==> src/rtl/mx_block_sequencer_if.sv <==
// mx_block_sequencer_if: element input stream plus scaled element output stream for the MX block sequencer
interface mx_block_sequencer_if #(
  parameter int DATA_W = 32,
  parameter int EXP_W  = 8,
  parameter int IDX_W  = 5
);
  logic              in_valid;
  logic              in_ready;
  logic [DATA_W-1:0] in_data;
  logic              flush;
  logic              out_valid;
  logic              out_ready;
  logic [DATA_W-1:0] out_data;
  logic [EXP_W-1:0]  out_scale;
  logic              out_last;
  logic [IDX_W-1:0]  out_idx;
  modport master (
    output in_valid, in_data, flush, out_ready,
    input  in_ready, out_valid, out_data, out_scale, out_last, out_idx
  );
  modport slave (
    input  in_valid, in_data, flush, out_ready,
    output in_ready, out_valid, out_data, out_scale, out_last, out_idx
  );
endinterface

==> src/rtl/mx_block_sequencer.sv <==
// mx_block_sequencer: buffers one FP32 block, derives its shared MX scale, replays elements with the scale (MX_NAN_PROPAGATE_EN forces scale 0xFF on an exp==0xFF element)
module mx_block_sequencer #(
  parameter int BLOCK_SIZE = 32,
  parameter int DATA_W     = 32,
  parameter int EXP_W      = 8
) (
  input logic clk,
  input logic rst,
  mx_block_sequencer_if.slave bus
);
  localparam int IDX_W = $clog2(BLOCK_SIZE);
  typedef enum logic [1:0] {COLLECT, SCALE, EMIT} state_t;
  state_t            state_q, state_d;
  logic [IDX_W-1:0]  count_q, count_d, idx_q, idx_d, idx_n;
  logic [EXP_W-1:0]  max_q, max_d, scale_q, scale_d, exp_in, exp_eff;
  logic [DATA_W-1:0] data_q, data_d;
  logic [DATA_W-1:0] buf_q [BLOCK_SIZE];
  logic [DATA_W-1:0] buf_d [BLOCK_SIZE];
  logic              valid_q, valid_d, last_q, last_d;
  logic              acc, fire, do_flush, nan;
  logic [IDX_W:0]    fill;
  assign bus.in_ready  = (state_q == COLLECT) & ~rst;
  assign bus.out_valid = valid_q;
  assign bus.out_data  = data_q;
  assign bus.out_scale = scale_q;
  assign bus.out_last  = last_q;
  assign bus.out_idx   = idx_q;
  assign exp_in  = bus.in_data[DATA_W-2 -: EXP_W];
  assign exp_eff = exp_in == '0 ? EXP_W'(1) : exp_in;
  assign acc     = bus.in_valid & bus.in_ready;
  assign fire    = valid_q & bus.out_ready;
  assign fill    = {1'b0, count_q} + {{IDX_W{1'b0}}, acc};
  assign do_flush = (state_q == COLLECT) & bus.flush & (fill != '0);
  assign idx_n   = idx_q + IDX_W'(1);
`ifdef MX_NAN_PROPAGATE_EN
  logic nan_q, nan_d;
  assign nan_d = (state_q == EMIT && fire && last_q) ? 1'b0 : nan_q | (acc & (&exp_in));
  always_ff @(posedge clk)
    nan_q <= rst ? 1'b0 : nan_d;
  assign nan = nan_q;
`else
  assign nan = 1'b0;
`endif
  always_comb begin
    state_d = state_q;
    count_d = acc ? count_q + IDX_W'(1) : count_q;
    max_d   = (acc && exp_eff > max_q) ? exp_eff : max_q;
    idx_d   = idx_q;
    scale_d = scale_q;
    data_d  = data_q;
    valid_d = valid_q;
    last_d  = last_q;
    // stored element wins its slot; flush zero-pads every slot after it (pads add e'=1, never above max)
    for (int i = 0; i < BLOCK_SIZE; i++)
      buf_d[i] = (acc && count_q == IDX_W'(i)) ? bus.in_data :
                 (do_flush && fill <= (IDX_W+1)'(i)) ? '0 : buf_q[i];
    unique case (state_q)
      COLLECT: if (fill == (IDX_W+1)'(BLOCK_SIZE) || do_flush) begin
        state_d = SCALE;
        count_d = '0;
      end
      SCALE: begin
        state_d = EMIT;
        scale_d = nan ? '1 : max_q;
        idx_d   = '0;
        data_d  = buf_q[0];
        valid_d = 1'b1;
        last_d  = 1'b0;
      end
      EMIT: if (fire) begin
        if (last_q) begin
          state_d = COLLECT;
          valid_d = 1'b0;
          last_d  = 1'b0;
          idx_d   = '0;
          max_d   = EXP_W'(1);
        end else begin
          idx_d  = idx_n;
          data_d = buf_q[idx_n];
          last_d = idx_n == IDX_W'(BLOCK_SIZE - 1);
        end
      end
      default: state_d = COLLECT;
    endcase
  end
  always_ff @(posedge clk) begin
    buf_q <= buf_d;
    if (rst) begin
      state_q <= COLLECT;
      count_q <= '0;
      max_q   <= EXP_W'(1);
      idx_q   <= '0;
      scale_q <= '0;
      data_q  <= '0;
      valid_q <= 1'b0;
      last_q  <= 1'b0;
    end else begin
      state_q <= state_d;
      count_q <= count_d;
      max_q   <= max_d;
      idx_q   <= idx_d;
      scale_q <= scale_d;
      data_q  <= data_d;
      valid_q <= valid_d;
      last_q  <= last_d;
    end
  end
endmodule

==> src/flat_wrapper.sv <==
// flat-port wrapper written by rule: the top's interface ports become plain ports
module mx_block_sequencer_flat 
#(
  parameter int BLOCK_SIZE = 32,
  parameter int DATA_W     = 32,
  parameter int EXP_W      = 8
)
  (clk, rst, bus_in_valid, bus_in_data, bus_flush, bus_out_ready, bus_in_ready, bus_out_valid, bus_out_data, bus_out_scale, bus_out_last, bus_out_idx);
  mx_block_sequencer_if #(.DATA_W(DATA_W), .EXP_W(EXP_W), .IDX_W(5)) bus_i ();
  input logic clk;
  input logic rst;
  input wire logic [$bits(bus_i.in_valid)-1:0] bus_in_valid;
  input wire logic [$bits(bus_i.in_data)-1:0] bus_in_data;
  input wire logic [$bits(bus_i.flush)-1:0] bus_flush;
  input wire logic [$bits(bus_i.out_ready)-1:0] bus_out_ready;
  output wire logic [$bits(bus_i.in_ready)-1:0] bus_in_ready;
  output wire logic [$bits(bus_i.out_valid)-1:0] bus_out_valid;
  output wire logic [$bits(bus_i.out_data)-1:0] bus_out_data;
  output wire logic [$bits(bus_i.out_scale)-1:0] bus_out_scale;
  output wire logic [$bits(bus_i.out_last)-1:0] bus_out_last;
  output wire logic [$bits(bus_i.out_idx)-1:0] bus_out_idx;
  assign bus_i.in_valid = bus_in_valid;
  assign bus_i.in_data = bus_in_data;
  assign bus_i.flush = bus_flush;
  assign bus_i.out_ready = bus_out_ready;
  assign bus_in_ready = bus_i.in_ready;
  assign bus_out_valid = bus_i.out_valid;
  assign bus_out_data = bus_i.out_data;
  assign bus_out_scale = bus_i.out_scale;
  assign bus_out_last = bus_i.out_last;
  assign bus_out_idx = bus_i.out_idx;
  mx_block_sequencer #(.BLOCK_SIZE(BLOCK_SIZE), .DATA_W(DATA_W), .EXP_W(EXP_W)) u_core (.clk(clk), .rst(rst), .bus(bus_i));
endmodule
==> config.mk <==
export PLATFORM = sky130hd
export DESIGN_NAME = mx_block_sequencer_flat
export DESIGN_NICKNAME = d
export VERILOG_FILES = /design/src/rtl/mx_block_sequencer_if.sv /design/src/rtl/mx_block_sequencer.sv /design/src/flat_wrapper.sv
export SDC_FILE = /design/constraint.sdc
export NUM_CORES = 2
export LEC_CHECK = 0
export CAP_MARGIN = 20
export CORE_MARGIN = 2
export CORE_UTILIZATION = 65
export DETAILED_ROUTE_END_ITERATION = 8
export PLACE_DENSITY = 0.94
export SLEW_MARGIN = 40
export SYNTH_ARGS = -nofsm -noshare
export SYNTH_HDL_FRONTEND = slang
export SYNTH_SLANG_ARGS = --single-unit
export TNS_END_PERCENT = 50
==> constraint.sdc <==
create_clock -name clk -period 16.2 [get_ports clk]
set_input_delay 3.24 -clock clk [delete_from_list [all_inputs] [get_ports clk]]
set_output_delay 3.24 -clock clk [all_outputs]
set_load 0.03 [all_outputs]
# Word level (Yosys, flattened, before mapping)
# Cells that the tools add are included.
dict set report classes {
  n_addsub 3
  magnitude_cmp 34
  n_eq_ne 39
  mux 91
  bitwise 7
  n_reduce_logical 107
}
# op n
set op_table {}
lappend op_table {{two-way mux 32 bit} 68}
lappend op_table {{binary-select mux 32 bit (select 5 bit)} 1}
lappend op_table {{less-or-equal comparator 6 x 5 -> 1 bit, second input constant} 16}
lappend op_table {{== test 5 bit, second input constant} 17}
lappend op_table {{nonzero test 2 bit} 33}
lappend op_table {{logical AND 1 bit} 65}
lappend op_table {{one-hot mux 32 bit (2 select lines)} 1}
lappend op_table {{less-or-equal comparator 6 x 4 -> 1 bit, second input constant} 8}
lappend op_table {{== test 5 x 4 -> 1 bit, second input constant} 8}
lappend op_table {{two-way mux 8 bit} 5}
lappend op_table {{two-way mux 5 bit} 5}
lappend op_table {{less-or-equal comparator 6 x 3 -> 1 bit, second input constant} 4}
lappend op_table {{== test 5 x 3 -> 1 bit, second input constant} 4}
lappend op_table {{less-or-equal comparator 6 x 1 -> 1 bit, second input constant} 2}
lappend op_table {{less-or-equal comparator 6 x 2 -> 1 bit, second input constant} 2}
lappend op_table {{adder 5 x 1 -> 5 bit, second input constant} 2}
lappend op_table {{== test 5 x 2 -> 1 bit, second input constant} 2}
lappend op_table {{one-hot mux 5 bit (2 select lines)} 1}
lappend op_table {{AND reduction 3 bit} 3}
lappend op_table {{> comparator 8 bit} 1}
lappend op_table {{logical NOT 8 bit} 1}
lappend op_table {{adder 5 x 1 -> 6 bit} 1}
lappend op_table {{== test 6 bit, second input constant} 1}
lappend op_table {{>= comparator 6 bit, second input constant} 1}
lappend op_table {{other kinds (17)} 29}
dict set report word_totals {
  register_bits 1086
  in_bits 37
  output_inout_bits 48
  word_cells 321
}

# Longest topological paths before layout
dict set report logic_depth {
  ltp_word 9
  mapped_depth 15
  depth_no_buf 12
}

# Worst setup path before layout
# Ideal clock, no wire load.
dict set report synth_timing {
  path_type {input port to flip-flop}
  startpoint {in rst}
  endpoint {reg u_core.buf_q[288] in the netlist's numbering, enable pin}
  setup_time_ps 472
  arrival_ps 8082
  t_required_ps 15728
  slack_ps 7646
  cell_stages 11
  path_buffers 4
  path_cell_list {clkbuf_1 nor2b_2 and2_1 clkbuf_1 clkbuf_1 ha_1 ha_1 buf_2 xor2_1 nand3_1 o311ai_1}
}
dict set report synth_between {
  elab_chain_len 8
  elab_cells_between_ends 10
  cone_classes {1 x add/sub; 1 x order compare; 4 x bitwise; 4 x reduce/logical}
}
# item line_no
set synth_lines {}
lappend synth_lines {{start: declaration} flat_wrapper.sv:11} ;# input logic rst;
lappend synth_lines {{NOT 1 bit (*)} mx_block_sequencer.sv:22} ;# assign bus.in_ready = (state_q == COLLECT) & ~rst;
lappend synth_lines {{AND 1 bit (*)} mx_block_sequencer.sv:22}
lappend synth_lines {{via bus_in_ready} flat_wrapper.sv:16} ;# output wire logic [$bits(bus_i.in_ready)-1:0] bus_in_ready;
lappend synth_lines {{AND 1 bit (*)} mx_block_sequencer.sv:30} ;# assign acc = bus.in_valid & bus.in_ready;
lappend synth_lines {{parallel branches: the longest is 4 deep, another holds adder 5 x 1 -> 6 bit} --}
lappend synth_lines {{nonzero test 2 bit (no source line) (*)} --}
lappend synth_lines {{end signal: assignment} mx_block_sequencer.sv:87} ;# buf_q <= buf_d;
lappend synth_lines {{end: declaration} mx_block_sequencer.sv:17} ;# logic [DATA_W-1:0] buf_q [BLOCK_SIZE];
# Mark *: on every way through the listed nets, which the timed path passes.
# A chain may end at the register's enable or synchronous reset.

# Final worst setup path
dict set report layout_timing {
  startpoint {in rst}
  endpoint {out bus_in_ready}
}
dict set report layout_between {
  elab_chain_len 2
}
# item line_no
set layout_lines {}
lappend layout_lines {{NOT 1 bit} mx_block_sequencer.sv:22}
lappend layout_lines {{AND 1 bit} mx_block_sequencer.sv:22}
lappend layout_lines {{end: declaration} flat_wrapper.sv:16}
# Every way passes these cells.

==> impl_metrics.ini <==
[run_status]
status = complete, no violations

[final_layout]
nets = 3401
fin_area_mm2 = 0.0558
drive_above_1_share = 0.180
fill_cells = 4079
final_cells = 4463
synthToLayoutAreaGrowth_pct = 11.0
fin_util = 0.732

[worst_setup_path]
path_cells = buf_2 -> buf_4 -> nor2b_2 -> clkdlybuf4s50_1
r2r_cells = 14
r2r-start = u_core.state_q[0]$_SDFFE_PP0P_
rrSetupSlack_ns = 10.45
worstPathArrival_ns = 4.69
crit_buf_inv = 3
crit_family = buffers and inverters
r2r_end = u_core.buf_q[684]$_SDFFCE_PN0P_
slowest_delay_ns = 0.66
startpoint_type = primary input
critPathCaptureType = output pin
startpoint = rst
worst-path-max-fanout = 55
worstPathRequired_ns = 12.96
slowest_stage = clkdlybuf4s50_1
worstSetupPathType = primary input to output pin

[yosys]
async_flop_share = 0
ys.flop_type = edfxtp_1
synth_top_family_by_area = simple AND/OR/NAND/NOR gates
avgSynthCellArea_um2 = 14.9
synthDistinctLibCells = 71
syn_area_mm2 = 0.0502
synth_cells = 3368
synth-seq-area-share = 0.637
synth_xor_area_frac = 0.00157
synth-seq-cells = 1086
syn_nets = 3427
synthMuxAreaShare = 0.137
synth_compound_area_frac = 0.0330
synth_enable_flop_cells = 1024
yosys.area_share.simple = 0.155
synth_fa_ha_area_frac = 0.00548
yosysWarnings = 0

[job]
maxCapViolations = 0

[sta]
finalCritPeriodShare = 0.490
fmax_mhz = 126
period_needed_ns = 7.93
setup_ws_ns = 8.27
hold_ws_ns = 0.470
drv_slew = 0
worstMarginPinSlew_ns = 0.906
rsz0062_at_grt = false
setup_violations = 0
finClkSkew_ns = 0.0362
maxSlewHeadroom = 0.379
hold_viol = 0
tns_ns = 0

[placed_design]
place_area_mm2 = 0.0524
dp_hpwl_mm = 82.5
place.gp.congestion = 0.965
pre_cts_ws_ns = 7.76
dp.cells = 4264
portBuffers = 84

[worst_hold_path]
hold_end = u_core.max_q[6]$_SDFF_PP0_
hp-class = register to register
hold_depth = 2
hp-start = u_core.max_q[6]$_SDFF_PP0_

[detailed_routing]
avgRoutedWirePerCell_um = 32.1
ant_nets = 0
routed_wl_mm = 143
via_per_inst = 7.06
dr_total_vias = 31500
drtPass1Iterations = 6
drt-initial-drc-count = 5151
drc = 0

[pwr]
power_density_mw_per_mm2 = 139
finalPower_mw = 7.74
clockPowerShare = 0.313
seqPwrFrac = 0.510
vdd_drop_max_v = 0.0000968
p_switching_mw = 2.21
p_sw_frac = 0.285
combPwrFrac = 0.178
intPower_mw = 5.53
total_leakage_power_nw = 19.1

[clocking]
cts.clk_slew.worst_paths_ns = 0.06
ctsHoldBuffers = 0
cts_root_buffer = clkbuf_16
clk_latency_ns = 0.69
h-tree-depth = 3
cts_tree = yes
cts.sinks = 1086
postCtsSetupBuffers = 0
numCtsBuffers = 104
clockBufferDepth = 3
post_cts_resized = 0

[die]
start_util = 0.659
boundaryPins = 85
dieHeight_um = 282
num_rows = 101
die_area_mm2 = 0.0795
die_x_um = 282
fp.coreArea_mm2 = 0.0762

[grt]
grt_pass1_vias = 31700
grt_pass1_wl_mm = 210
antenna_found_initial = 9
grt-ovfl-total = 0
grt_max_degree = 75
grt_use_total = 0.367
[cells in the mapped netlist, types with 5 or more instances]
library cell / number / area share
or2_2: 6 / 0.00075
a21oi_1: 52 / 0.0052
xnor2_1: 6 / 0.0010
nand2_1: 99 / 0.0074
o21ai_0: 14 / 0.0014
a32o_1: 32 / 0.0064
edfxtp_1: 1024 / 0.61
nor3_1: 10 / 0.0010
nand4_1: 9 / 0.0011
buf_4: 33 / 0.0049
mux2i_1: 108 / 0.022
nand2b_1: 7 / 0.00087
a221o_1: 32 / 0.0064
nor3b_1: 33 / 0.0049
buf_6: 5 / 0.0011
dfxtp_1: 62 / 0.025
clkbuf_1: 243 / 0.018
ha_1: 22 / 0.0055
and3_1: 72 / 0.0090
nor2b_1: 7 / 0.00087
and2_1: 963 / 0.12
inv_1: 17 / 0.0013
o21ai_1: 12 / 0.0012
nand3_1: 9 / 0.00090
nor2_1: 74 / 0.0055
mux4_2: 256 / 0.11
o22ai_1: 47 / 0.0059
buf_2: 49 / 0.0049
[state kept, by name, indices dropped and copies added (netlist names)]
| name | flops |
|---|---|
| u_core.buf_q | 1024 |
| u_core.bus.out_data | 32 |
| u_core.bus.out_idx | 5 |
| u_core.bus.out_last | 1 |
| u_core.bus.out_scale | 8 |
| u_core.bus.out_valid | 1 |
| u_core.count_q | 5 |
| u_core.max_q | 8 |
| u_core.state_q | 2 |
[cell usage in the layout, fill, tap and decap left out, types with 9 or more instances in the layout]
master	count
a32o_1	32
nand4_1	9
clkdlybuf4s50_1	81
clkbuf_16	107
buf_4	100
o21ai_4	9
clkinv_2	25
buf_8	9
nand2_1	97
clkbuf_1	20
o22ai_1	33
clkinv_1	23
nand3_1	9
nor3_1	10
and3_1	72
a221o_1	32
ha_1	19
inv_1	17
o22ai_4	14
nor3b_1	33
o21ai_0	9
edfxtp_1	1024
dfxtp_1	60
and2_1	962
mux2i_1	108
mux4_2	256
a21oi_1	52
nor2_2	22
nor2_1	49
[tightest hold or removal path, delay by kind of cell, from the launching register on]
kind	cells	cell delay [ns]
AOI/OAI and AO/OA	1	0.05
DFF	1	0.32
and+or+nand+nor	1	0.06
[layout make-up]
type                    count  area, um2  share of cell area
well taps                1030       1290              0.0231
diodes                      3       7.51            0.000135
repair buffers            204       1890              0.0340
clock buffers             133       2840              0.0508
inverters                  19       71.3             0.00128
flip-flops and latches   1086      32000               0.574
multi-input cells        1927      17200               0.308
clock inverters            61        515             0.00924
[cell families after synthesis]
group                    Yosys count
buffers and inverters            355
multiplexers                     365
adder cells (fa/ha/maj)           22
AO/OA/AOI/OAI                    222
XOR/XNOR                           9
flip-flops                      1086
AND/OR/NAND/NOR                 1309
[power groups by stage]
stage / logic [mW] / clock network [mW] / registers, mW
floorplan: 0.717 / 0 / 3.96
CTS: 1.34 / 2.41 / 3.93
detailed placement: 1.32 / 0 / 3.97
finish: 1.37 / 2.42 / 3.95
global placement: 1.24 / 0 / 3.92
global route: 1.42 / 2.50 / 3.97
[worst max-delay path by stage]
stage | to | cells after the start
global route | u_core.buf_q[687]$_SDFFCE_PN0P_ | 14
finish | bus_in_ready | 4
global placement | u_core.buf_q[877]$_SDFFCE_PN0P_ | 12
detailed placement | u_core.buf_q[684]$_SDFFCE_PN0P_ | 14
CTS | bus_in_ready | 4
floorplan | u_core.buf_q[288]$_SDFFCE_PN0P_ | 11
[routing by layer]
metal,wire length (um),GRT usage,vias to the layer above
li1,-,-,12400
met1,45900,0.468,15500
met2,66300,0.566,3000
met3,21100,0.107,590
met4,10100,0.217,10
met5,74,0,-
Note: power is estimated with default switching activity, not from simulation.
